<file path="src/rtl/lab6_counter_ctrl.sv">
// Start/step/stop sequencer for a falling-edge JK-flip-flop up/down counter bank.
// Exports per-bit J/K excitation so an external JK bank can mirror the count.
module lab6_counter_ctrl #(
  parameter int WIDTH = 4
) (
  input  logic             clk,
  input  logic             reset_n,
  input  logic             start,
  input  logic             stop,
  input  logic             en,
  input  logic             dir,
  input  logic [WIDTH-1:0] load_val,
  input  logic [WIDTH-1:0] limit,
  output logic [WIDTH-1:0] count,
  output logic [WIDTH-1:0] j,
  output logic [WIDTH-1:0] k,
  output logic             busy,
  output logic             done
);

  localparam logic [1:0] IDLE = 2'b00;
  localparam logic [1:0] RUN  = 2'b01;
  localparam logic [1:0] DONE = 2'b10;

  logic [1:0]       state_q, state_d;
  logic [WIDTH-1:0] count_q, count_d;
  logic [WIDTH-1:0] step_val;

  assign step_val = dir ? (count_q - WIDTH'(1)) : (count_q + WIDTH'(1));

  // count_d is the full next value (reset included), so j/k fall out directly
  always_comb begin
    state_d = state_q;
    count_d = count_q;
    if (!reset_n) begin
      state_d = IDLE;
      count_d = '0;
    end else begin
      case (state_q)
        IDLE: begin
          if (start) begin
            state_d = RUN;
            count_d = load_val;
          end
        end
        RUN: begin
          if (stop) begin
            state_d = IDLE;
          end else if (en) begin
            count_d = step_val;
            if (step_val == limit) state_d = DONE;
          end
        end
        DONE:    state_d = IDLE;
        default: state_d = IDLE;
      endcase
    end
  end

  always_ff @(negedge clk) begin
    if (!reset_n) begin
      state_q <= IDLE;
      count_q <= '0;
    end else begin
      state_q <= state_d;
      count_q <= count_d;
    end
  end

  assign j     = count_d & ~count_q;
  assign k     = ~count_d & count_q;
  assign count = count_q;
  assign busy  = (state_q == RUN);
  assign done  = (state_q == DONE);

endmodule

</file>
<file path="config.mk">
export PLATFORM = sky130hd
export DESIGN_NAME = lab6_counter_ctrl
export DESIGN_NICKNAME = d
export VERILOG_FILES = /design/src/rtl/lab6_counter_ctrl.sv
export SDC_FILE = /design/constraint.sdc
export NUM_CORES = 1
export LEC_CHECK = 0
export BUFFER_PORTS_ARGS = -buffer_cell sky130_fd_sc_hd__buf_4
export CAP_MARGIN = 20
export CORE_MARGIN = 1.5
export CORE_UTILIZATION = 42
export CTS_CLUSTER_DIAMETER = 120
export DETAILED_ROUTE_END_ITERATION = 7
export PLACE_DENSITY = 0.74
export SETUP_SLACK_MARGIN = 0.2
export SLEW_MARGIN = 20
export SYNTH_ARGS = -nofsm -noshare
export SYNTH_HDL_FRONTEND = slang
export SYNTH_SLANG_ARGS = --single-unit
</file>
<file path="constraint.sdc">
create_clock -name clk -period 2.2 [get_ports clk]
set_input_delay 0.44 -clock clk [delete_from_list [all_inputs] [get_ports clk]]
set_output_delay 0.44 -clock clk [all_outputs]
set_load 0.02 [all_outputs]
</file>
==> results of run 1 <==
==> cells by family after synthesis <==
group                      after synthesis
AOI/OAI and AO/OA                       26
xor gates and xnor gates                 7
adders and majority gates                3
buffers and inverters                    8
DFF                                      6
muxes                                    1
and+or+nand+nor                         31
==> timing repair <==
action                                  4_1_cts
buffers inserted                             11
endpoints found under the setup margin       20
resized for setup                            48
pin swaps                                    21
==> through the flow <==
step	instance area, um^2	setup slack [ps]	TNS (ps)	util	std cells
4_1_cts	1460	-1400	-14140	0.969	167
3_3_place_gp	1150	-1100	-12020	0.764	148
2_1_floorplan	764	-1080	-8880	-	82
3_5_place_dp	1150	-1120	-12450	0.764	148
==> synth_stat cells (2+ instances only) <==
master / number / area share
o21ai_0: 3 / 0.022
a21boi_1: 3 / 0.033
xor2_1: 2 / 0.026
a21oi_1: 6 / 0.044
dfxtp_1: 6 / 0.18
buf_2: 3 / 0.022
nor3b_1: 2 / 0.022
or2_1: 2 / 0.018
inv_1: 3 / 0.017
nand2b_1: 2 / 0.018
nor2b_1: 6 / 0.055
xnor2_1: 4 / 0.051
ha_1: 2 / 0.037
a211oi_2: 2 / 0.037
nor2_1: 5 / 0.028
a211oi_1: 3 / 0.033
o221ai_1: 2 / 0.026
nand2_1: 2 / 0.011
==> metrics, run 1 <==
Avg Cell Area, Syn=8.30 um^2; Post-Synth Adder-Cell Area=0.0662; Clock Path Buffers=2; Die W=43.3 um; Post-synth ARST share=0; worst ep type=primary output; syn nets=99; EDFF count, synth=0; flops & latches, synth=6; Initial Utilization=0.452; Main synth FF type=dfxtp_1; GR repair worst EP=j[1]; HPWL Detailed=1750 um; status=aborted with a tool error; Yosys cell types=42; std cell rows=14; Synth Area in XOR/XNOR=0.110; clock root buffer=clkbuf_4; Sink Count=6; Ys Warns=0; CTS Buf Count=3; sequential share of the synthesized area=0.176; Routability Congestion=0.787; CTS Hold Buffers Added=0; Compound-Gate Fraction of Synth Area=0.283; last flow stage reached=global routing; largest net degree at the start of global routing=8; Netlist Area Pre-Place=681 um^2; post-synthesis mux area share=0.0147; I/O pins=28; main combinational cell family by area after synthesis=compound AO/OA/AOI/OAI gates; DIE HEIGHT=between 40 and 50 um; Synth Area in Simple Gates=0.283; Error=[ERROR DPL-0038] Utilization greater than 100%, impossible to legalize; synthesized instance count=82; port bufs=27; CTS HTree Levels=1
==> run 2, diff against run 1 <==
Settings changed: CORE_AREA set to 2 2 63 65, CORE_MARGIN 1.5 to not set, CORE_UTILIZATION 42 to not set, CTS_CLUSTER_DIAMETER 120 to not set, DIE_AREA set to 0 0 65 67, PLACE_DENSITY 0.74 to not set, PLACE_DENSITY_LB_ADDON set to 0.15, SETUP_SLACK_MARGIN 0.2 to not set.
Clock period 2.2 ns to 2.9 ns, I/O delays scaled along.
==> metrics, run 2 <==
Crit Path Class=flip-flop to output port; leak pwr=0.693 nW; Area contributors post-synth=dfxtp_1 18%, nor2b_1 5.5%, xnor2_1 5.1%; Worst Path Arrival=~3500 ps; HPWL Detailed=1850 um; crit-path cells=fa_2, or4b_4, o21ai_2, a21oi_2, nor3b_2, buf_4; switch share=0.362; Die W=65 um; sequential share of the synthesized area=0.176; first-pass GRT wire length=4140 um; Vias per Instance=4.36; worst hold stages=3; sequential share of power=0.163; clock root buffer=clkbuf_8; combinational power share=0.552; CTS tree=yes; Antenna Nets Post-Route=0; Yosys top cell by area=dfxtp_1; Multi-input gate area=648 um^2; CTS Buf Count=3; GR Layer Usage met3=0.0422; Ant. Diodes=0; final setup fails=19; Cell Pwr Density=388 mW/mm^2; most common cell after layout, fill and taps aside=buf_4; Core Area=0.00361 mm^2; post-placement cell area=0.00117 mm^2; DR vias=a little under 900; busiest grt layer=met2; most frequent cells in the layout=41 x buf_4, 24 x buf_6, 7 x inv_1; Max VDD drop=roughly 0.15 mV; Yosys cell types=42; headroom to the max-slew limit=0.706; DIE HEIGHT=67 um; 1st-iter DRT viols=36; synthesized instance count=82; register area=around 140 um^2; met1 GRT Util=0.148; Reg clk slew, reported paths=40 ps; Worst path max stage delay=500 ps; slowest CP cell=or4b_4; fin util=0.429; Fill cells=351; Initial Utilization=0.189; drt drc=0; NetSw=roughly 0.00022 W; Worst-Skew Late Latency=310 ps; Routability Congestion=0.746; Main synth FF type=dfxtp_1; CP max FO=3; final WL=around 2600 um; Avg Cell Area, Syn=8.30 um^2; Routed WL per cell=12.7 um; Req. time, crit path=2320 ps; max_cap viols=0; CTS Hold Buffers Added=0; port bufs=27; Sink Count=6; Ys Warns=0; CTS HTree Levels=1; drt pass-1 iters=3; # nets final=between 150 and 200; ratio of cells with drive above 1 in the final layout=0.673; global routing met2 resource utilization=0.210; Netlist Area Pre-Place=681 um^2; std cell rows=22; setup ws final=-1190 ps; syn nets=99; Post-synth ARST share=0; largest net degree at the start of global routing=8; clock skew=14.0 ps; Reg2Reg Depth=8; failing checks=negative setup slack; Synth top area share=0.176; CP Launch Type=flip-flop; status=complete, but fails checks; GRT overflow=0; Clock Path Buffers=2; EDFF count, synth=0; Synth top cells by count=6 x a21oi_1, 6 x dfxtp_1, 6 x nor2b_1; GRT Util Overall=0.127; Pint=between 0.0003 and 0.0004 W; P&R area growth vs syn=127%; I/O pins=28; Die ar.=0.00436 mm^2; Fin. Hold Viols=0; Min-Delay Path Class=flip-flop to flip-flop; Tightest Pin Transition=442 ps; Clk pwr share=0.285; antenna violations before repair=0; Worst Setup End Kind=output port; flops & latches, synth=6; post-route cell area=about 0.0015 mm^2; RSZ-0062 raised after global routing=yes; Final Slew Violations=0; Largest register FFs=4; vias in the first global route=913
[run 2: per-layer routing]
| layer | routed length (um) | part of all wire |
|---|---|---|
| met3 | 117 | 0.046 |
| met1 | 1110 | 0.43 |
| met4 | 45 | 0.018 |
| met5 | 0 | 0 |
| met2 | 1290 | 0.50 |
[run 2: kinds of logic (layout without fill, tap and decap cells)]
family | count (synthesis) | in the layout | share of synthesized area
compound gates | 26 | 26 | 0.283
xor+xnor | 7 | 7 | 0.110
simple gates | 31 | 31 | 0.283
mux | 1 | 1 | 0.0147
flops | 6 | 6 | 0.176
fa+ha+maj | 3 | 3 | 0.0662
buf+inv | 8 | 79 | 0.0662
[run 2: per-stage QoR]
step | setup slack (ps) | total power [W] | hold WS, ps | setup TNS [ps] | std cells
after floorplan | -870 | 0.000257 | 534 | -6020 | 82
after global placement | -913 | 0.000362 | 685 | -9460 | 176
after detailed placement | -947 | 0.000364 | 682 | -9570 | 176
after CTS | -1220 | 0.000591 | 684 | -10350 | 197
after global routing | -1260 | 0.000640 | 720 | -11140 | 201
final | -1190 | 0.000601 | 694 | -9960 | 201
[run 2: worst max-delay path, delay by kind of cell (launching register included)]
family / cells / cell delay, ps
AOI/OAI and AO/OA: 2 / 170
adders and majority gates: 1 / 440
buffers and inverters: 1 / 160
DFF: 1 / 350
and+or+nand+nor: 2 / 650
[run 2: power groups by stage]
stage               Clock (W)  Sequential (W)  Combinational (W)
finish               0.000171       0.0000978           0.000332
global placement    0.0000149       0.0000978           0.000250
global route         0.000185       0.0000992           0.000356
floorplan           0.0000149        0.000109           0.000133
detailed placement  0.0000149       0.0000977           0.000251
CTS                  0.000177       0.0000979           0.000315
[run 2: final timing paths]
path,slack [ps],start,end
worst min-delay path,690,count[3],count[3]
worst min register to register,690,count[3],count[3]
worst max register to register,1140,count[0],state_q[0]
worst max-delay path,-1190,count[0],j[1]
[run 2: area by class of cell]
class                   count  area share
repair buffers             68       0.406
well taps                  48      0.0388
clock buffers               3      0.0267
flip-flops and latches      6      0.0889
inverters                   2     0.00647
multi-input cells          68       0.419
clock inverters             6      0.0146
[run 2: timing repair]
item | CTS | global route
pin swaps | 23 | 14
endpoints found under the setup margin | 19 | 19
resized for setup | 44 | 5
gates cloned | 0 | 0
setup buffers | 14 | 7
No activity file was read; power rests on OpenSTA's default activity.
==> run 3, diff against run 2 <==
Settings changed: GPL_TIMING_DRIVEN set to 0.
==> metrics, run 3 (synthesized netlist as in run 2, its figures left out) <==
status=complete, but fails checks; failing checks=negative setup slack; Fill cells=approximately 400; Reg2Reg Depth=8; Routability Congestion=0.703; Hold Crit Endpoint=count[3]; Die W=around 65 um; # nets final=~140; Req. time, crit path=2320 ps; Largest register FFs=4; R2R Setup Slk=1050 ps; largest net degree at the start of global routing=11; Crit Path Class=flip-flop to output port; most common cell after layout, fill and taps aside=buf_4; port bufs=26; setup ws final=-1190 ps; drt drc=0; RSZ-0062 raised after global routing=yes; worst hold stages=2; Vias per Instance=4.46; RR Endpoint=state_q[0]; clock skew=9.55 ps; GRT Util Overall=0.110; post-placement cell area=0.00101 mm^2; I/O pins=28; crit path launch=count[1]; Max VDD drop=0.134 mV; clock root buffer=clkbuf_8; met2 WL=1130 um; drt pass-1 iters=3; Fin. Hold Viols=0; first-pass GRT wire length=3570 um; final WL=approximately 2200 um; Core Area=0.00361 mm^2; Die ar.=0.00436 mm^2; Worst path max stage delay=roughly 490 ps; slowest CP cell=or4b_1; Ant. Diodes=0; std cell rows=22; CTS Buf Count=3; Worst-Skew Late Latency=between 200 and 300 ps; register area=~140 um^2; metal3 WL=124 um; antenna violations before repair=0; Min-Delay Path Class=flip-flop to flip-flop; final setup fails=15; vias in the first global route=around 780; post-route cell area=0.00126 mm^2; Clock Path Buffers=2; Cell Pwr Density=420 mW/mm^2; Worst Path Arrival=3510 ps; crit-path cells=fa_2, or4b_1, o21ai_2, a21oi_2, nor3b_2, buf_4; Worst Path Buf+Inv=1; most frequent cells in the layout=27 x buf_4, 10 x buf_6, 7 x inv_1; CP max FO=3; HPWL Detailed=1670 um; P&R area growth vs syn=85.1%; Antenna Nets Post-Route=0; Worst Setup End Kind=output port; HP Start=count[3]; Sink Count=6; leak pwr=0.523 nW; top layer in use=met4; ratio of cells with drive above 1 in the final layout=0.610; CTS HTree Levels=1; met1 WL=954 um; DR vias=approximately 760; headroom to the max-slew limit=0.680; reg2reg start=count[1]; Multi-input gate area=654 um^2; DIE HEIGHT=67 um; CTS Hold Buffers Added=0; Initial Utilization=0.189; max_cap viols=0; Final Slew Violations=0; Reg clk slew, reported paths=~40 ps; fin util=0.349; Tightest Pin Transition=480 ps; GRT overflow=0; CTS tree=yes; family with the most delay on the worst path=simple AND/OR/NAND/NOR gates; Routed WL per cell=between 10 and 15 um; 1st-iter DRT viols=37; CP Launch Type=flip-flop
[run 3: metal layers]
metal  track usage  vias to the layer above
met5             0                        -
met4        0.0559                        0
met3        0.0304                        4
met1         0.129                      359
met2         0.183                       19
li1              -                      381
[run 3: worst max path at each step]
stage	end	slack, ps	cells past startpoint
final	j[1]	-1190	6
after floorplan	k[1]	-870	5
after global routing	j[1]	-1250	6
after global placement	j[1]	-990	6
after CTS	j[1]	-1210	6
after detailed placement	j[1]	-980	6
[run 3: through the flow]
stage          hold WS, ps  instances  setup slack, ps  TNS, ps  power (W)
3_5_place_dp           529        156             -979    -8680   0.000326
4_1_cts                616        168            -1210    -9150   0.000512
2_1_floorplan          534         82             -870    -6020   0.000257
5_1_grt                688        171            -1250   -10240   0.000570
3_3_place_gp           532        156             -992    -8700   0.000324
6_report               646        171            -1190    -9230   0.000529
[run 3: where the power goes]
part / internal [W] / leakage (nW) / switching [W]
combinational: 0.000142 / 0.417 / 0.000125
clock: 0.000101 / 0.0535 / 0.0000601
sequential: 0.0000913 / 0.0526 / 0.00000976
[run 3: layout make-up]
cell class / count / share of cell area
clock inverter: 6 / 0.0179
inverter: 2 / 0.00794
timing repair buffer: 33 / 0.230
sequential: 6 / 0.108
multi-input combinational: 68 / 0.519
buffer: 5 / 0.0357
clock buffer: 3 / 0.0328
tap: 48 / 0.0477
[run 3: what timing repair did]
item | in CTS | in global routing
resized for setup | 22 | 13
pin swaps | 14 | 4
setup buffers | 4 | 3
endpoints found under the setup margin | 17 | 17
[run 3: worst reg2reg max path, cell delays in order (launching register included)]
cell      delay [ps]
dfxtp_4          350
fa_2             440
buf_4            140
buf_4            120
buf_6            110
xnor2_2          140
nand4_1          160
nor2b_1          180
a221oi_2          70
==> run 4, diff against run 3 <==
Settings changed: PLACE_DENSITY_LB_ADDON 0.15 to not set, SLEW_MARGIN 20 to not set.
==> metrics, run 4 (synthesized netlist as in run 2, its figures left out) <==
Clk pwr share=0.294; std cell rows=22; # nets final=between 150 and 200; Min-Delay Path Class=flip-flop to flip-flop; Worst Path Arrival=3560 ps; GRT Util Overall=0.128; combinational power share=0.526; status=complete, but fails checks; Final Slew Violations=0; DR vias=819; Die W=65 um; CP max FO=3; post-route cell area=0.00141 mm^2; Max VDD drop=about 0.12 mV; Hold WS=roughly 650 ps; Crit Path Class=flip-flop to output port; Initial Utilization=0.189; failing checks=negative setup slack; Multi-input gate area=674 um^2; setup ws final=-1240 ps; reg2reg start=count[1]; register area=roughly 140 um^2; I/O pins=28; drt drc=0; Worst-Skew Late Latency=300 ps; final WL=2530 um; CTS tree=yes; Worst Setup End Kind=output port; 1st-iter DRT viols=25; CP Launch Type=flip-flop; CTS HTree Levels=1; HPWL Detailed=1610 um; drt pass-1 iters=4; NetSw=0.000211 W; P&R area growth vs syn=107%; largest net degree at the start of global routing=11; clock root buffer=clkbuf_8; first-pass GRT wire length=4140 um; most frequent cells in the layout=28 x buf_4, 18 x buf_6, 7 x inv_1; headroom to the max-slew limit=0.678; Total Power=0.000567 W; Die ar.=0.00436 mm^2; clock skew=7.54 ps; Cell Pwr Density=403 mW/mm^2; switch share=0.372; crit path launch=count[1]; port bufs=26; Sink Count=6; vias in the first global route=910; post-placement cell area=approximately 0.001 mm^2; Largest register FFs=4; Reg clk slew, reported paths=around 40 ps; most common cell after layout, fill and taps aside=buf_4; CTS Hold Buffers Added=0; Routability Congestion=just over 0.8; final setup fails=16; Pint=0.000356 W; max_cap viols=0; Fill cells=367; CTS Buf Count=3; Tightest Pin Transition=483 ps; sequential share of power=0.180; ratio of cells with drive above 1 in the final layout=0.672; Clock Path Buffers=2; leak pwr=0.593 nW; Fin. Hold Viols=0; GRT overflow=0; Routed WL per cell=13.9 um; RSZ-0062 raised after global routing=yes; Antenna Nets Post-Route=0; Vias per Instance=4.50; HP Start=count[3]; antenna violations before repair=0; Req. time, crit path=between 2000 and 2500 ps; DIE HEIGHT=67 um; Ant. Diodes=0; Core Area=0.00361 mm^2
==> run 4: worst paths after layout <==
| kind | to | slack (ps) | depth (start not counted) |
|---|---|---|---|
| hold reg to reg | count[3] | 650 | 2 |
| hold / removal | count[3] | 650 | 2 |
| setup / recovery | j[1] | -1240 | 6 |
| setup reg to reg | count[1] | 1150 | 5 |
==> run 4: critical path: stages (launching register included) <==
cell     delay, ps
dfxtp_4        350
fa_2           450
or4b_1         490
o21ai_2         90
a21oi_2         90
nor3b_2        170
buf_4          170
==> run 4: final cells by class <==
type / instances / area share
multi-input cells: 68 / 0.479
repair buffers: 45 / 0.298
flip-flops and latches: 6 / 0.0987
well taps: 48 / 0.0427
clock buffers: 3 / 0.0293
plain buffers: 4 / 0.0276
clock inverters: 6 / 0.0160
inverters: 2 / 0.00889
==> run 4: per-layer routing <==
metal  up-vias  share of wire  GRT usage  wire [um]
li1        403              -          -          -
met1       390           0.41      0.138       1030
met2        20           0.53      0.222       1340
met3         6          0.032     0.0321         80
met4         0          0.029     0.0851         74
met5         -              0          0          0
==> run 4: timing repair <==
item,CTS,global route
setup endpoints to repair,16,18
pin swaps,19,11
gates resized for setup,34,17
setup buffers,20,7
==> run 4: stage by stage <==
| step | setup TNS, ps | setup slack (ps) | util | std cells |
|---|---|---|---|---|
| finish | -9630 | -1240 | 0.390 | 182 |
| CTS | -9770 | -1210 | 0.370 | 179 |
| global placement | -8280 | -957 | 0.279 | 156 |
| floorplan | -6020 | -870 | - | 82 |
| global route | -10630 | -1300 | 0.390 | 182 |
| detailed placement | -8500 | -962 | 0.279 | 156 |
==> run 4: power groups by stage <==
stage               logic [W]  registers [W]  clock network [W]
detailed placement   0.000204       0.000105          0.0000149
global placement     0.000200       0.000104          0.0000149
CTS                  0.000276       0.000101           0.000171
floorplan            0.000133       0.000109          0.0000149
finish               0.000298       0.000102           0.000167
global route         0.000319       0.000103           0.000179
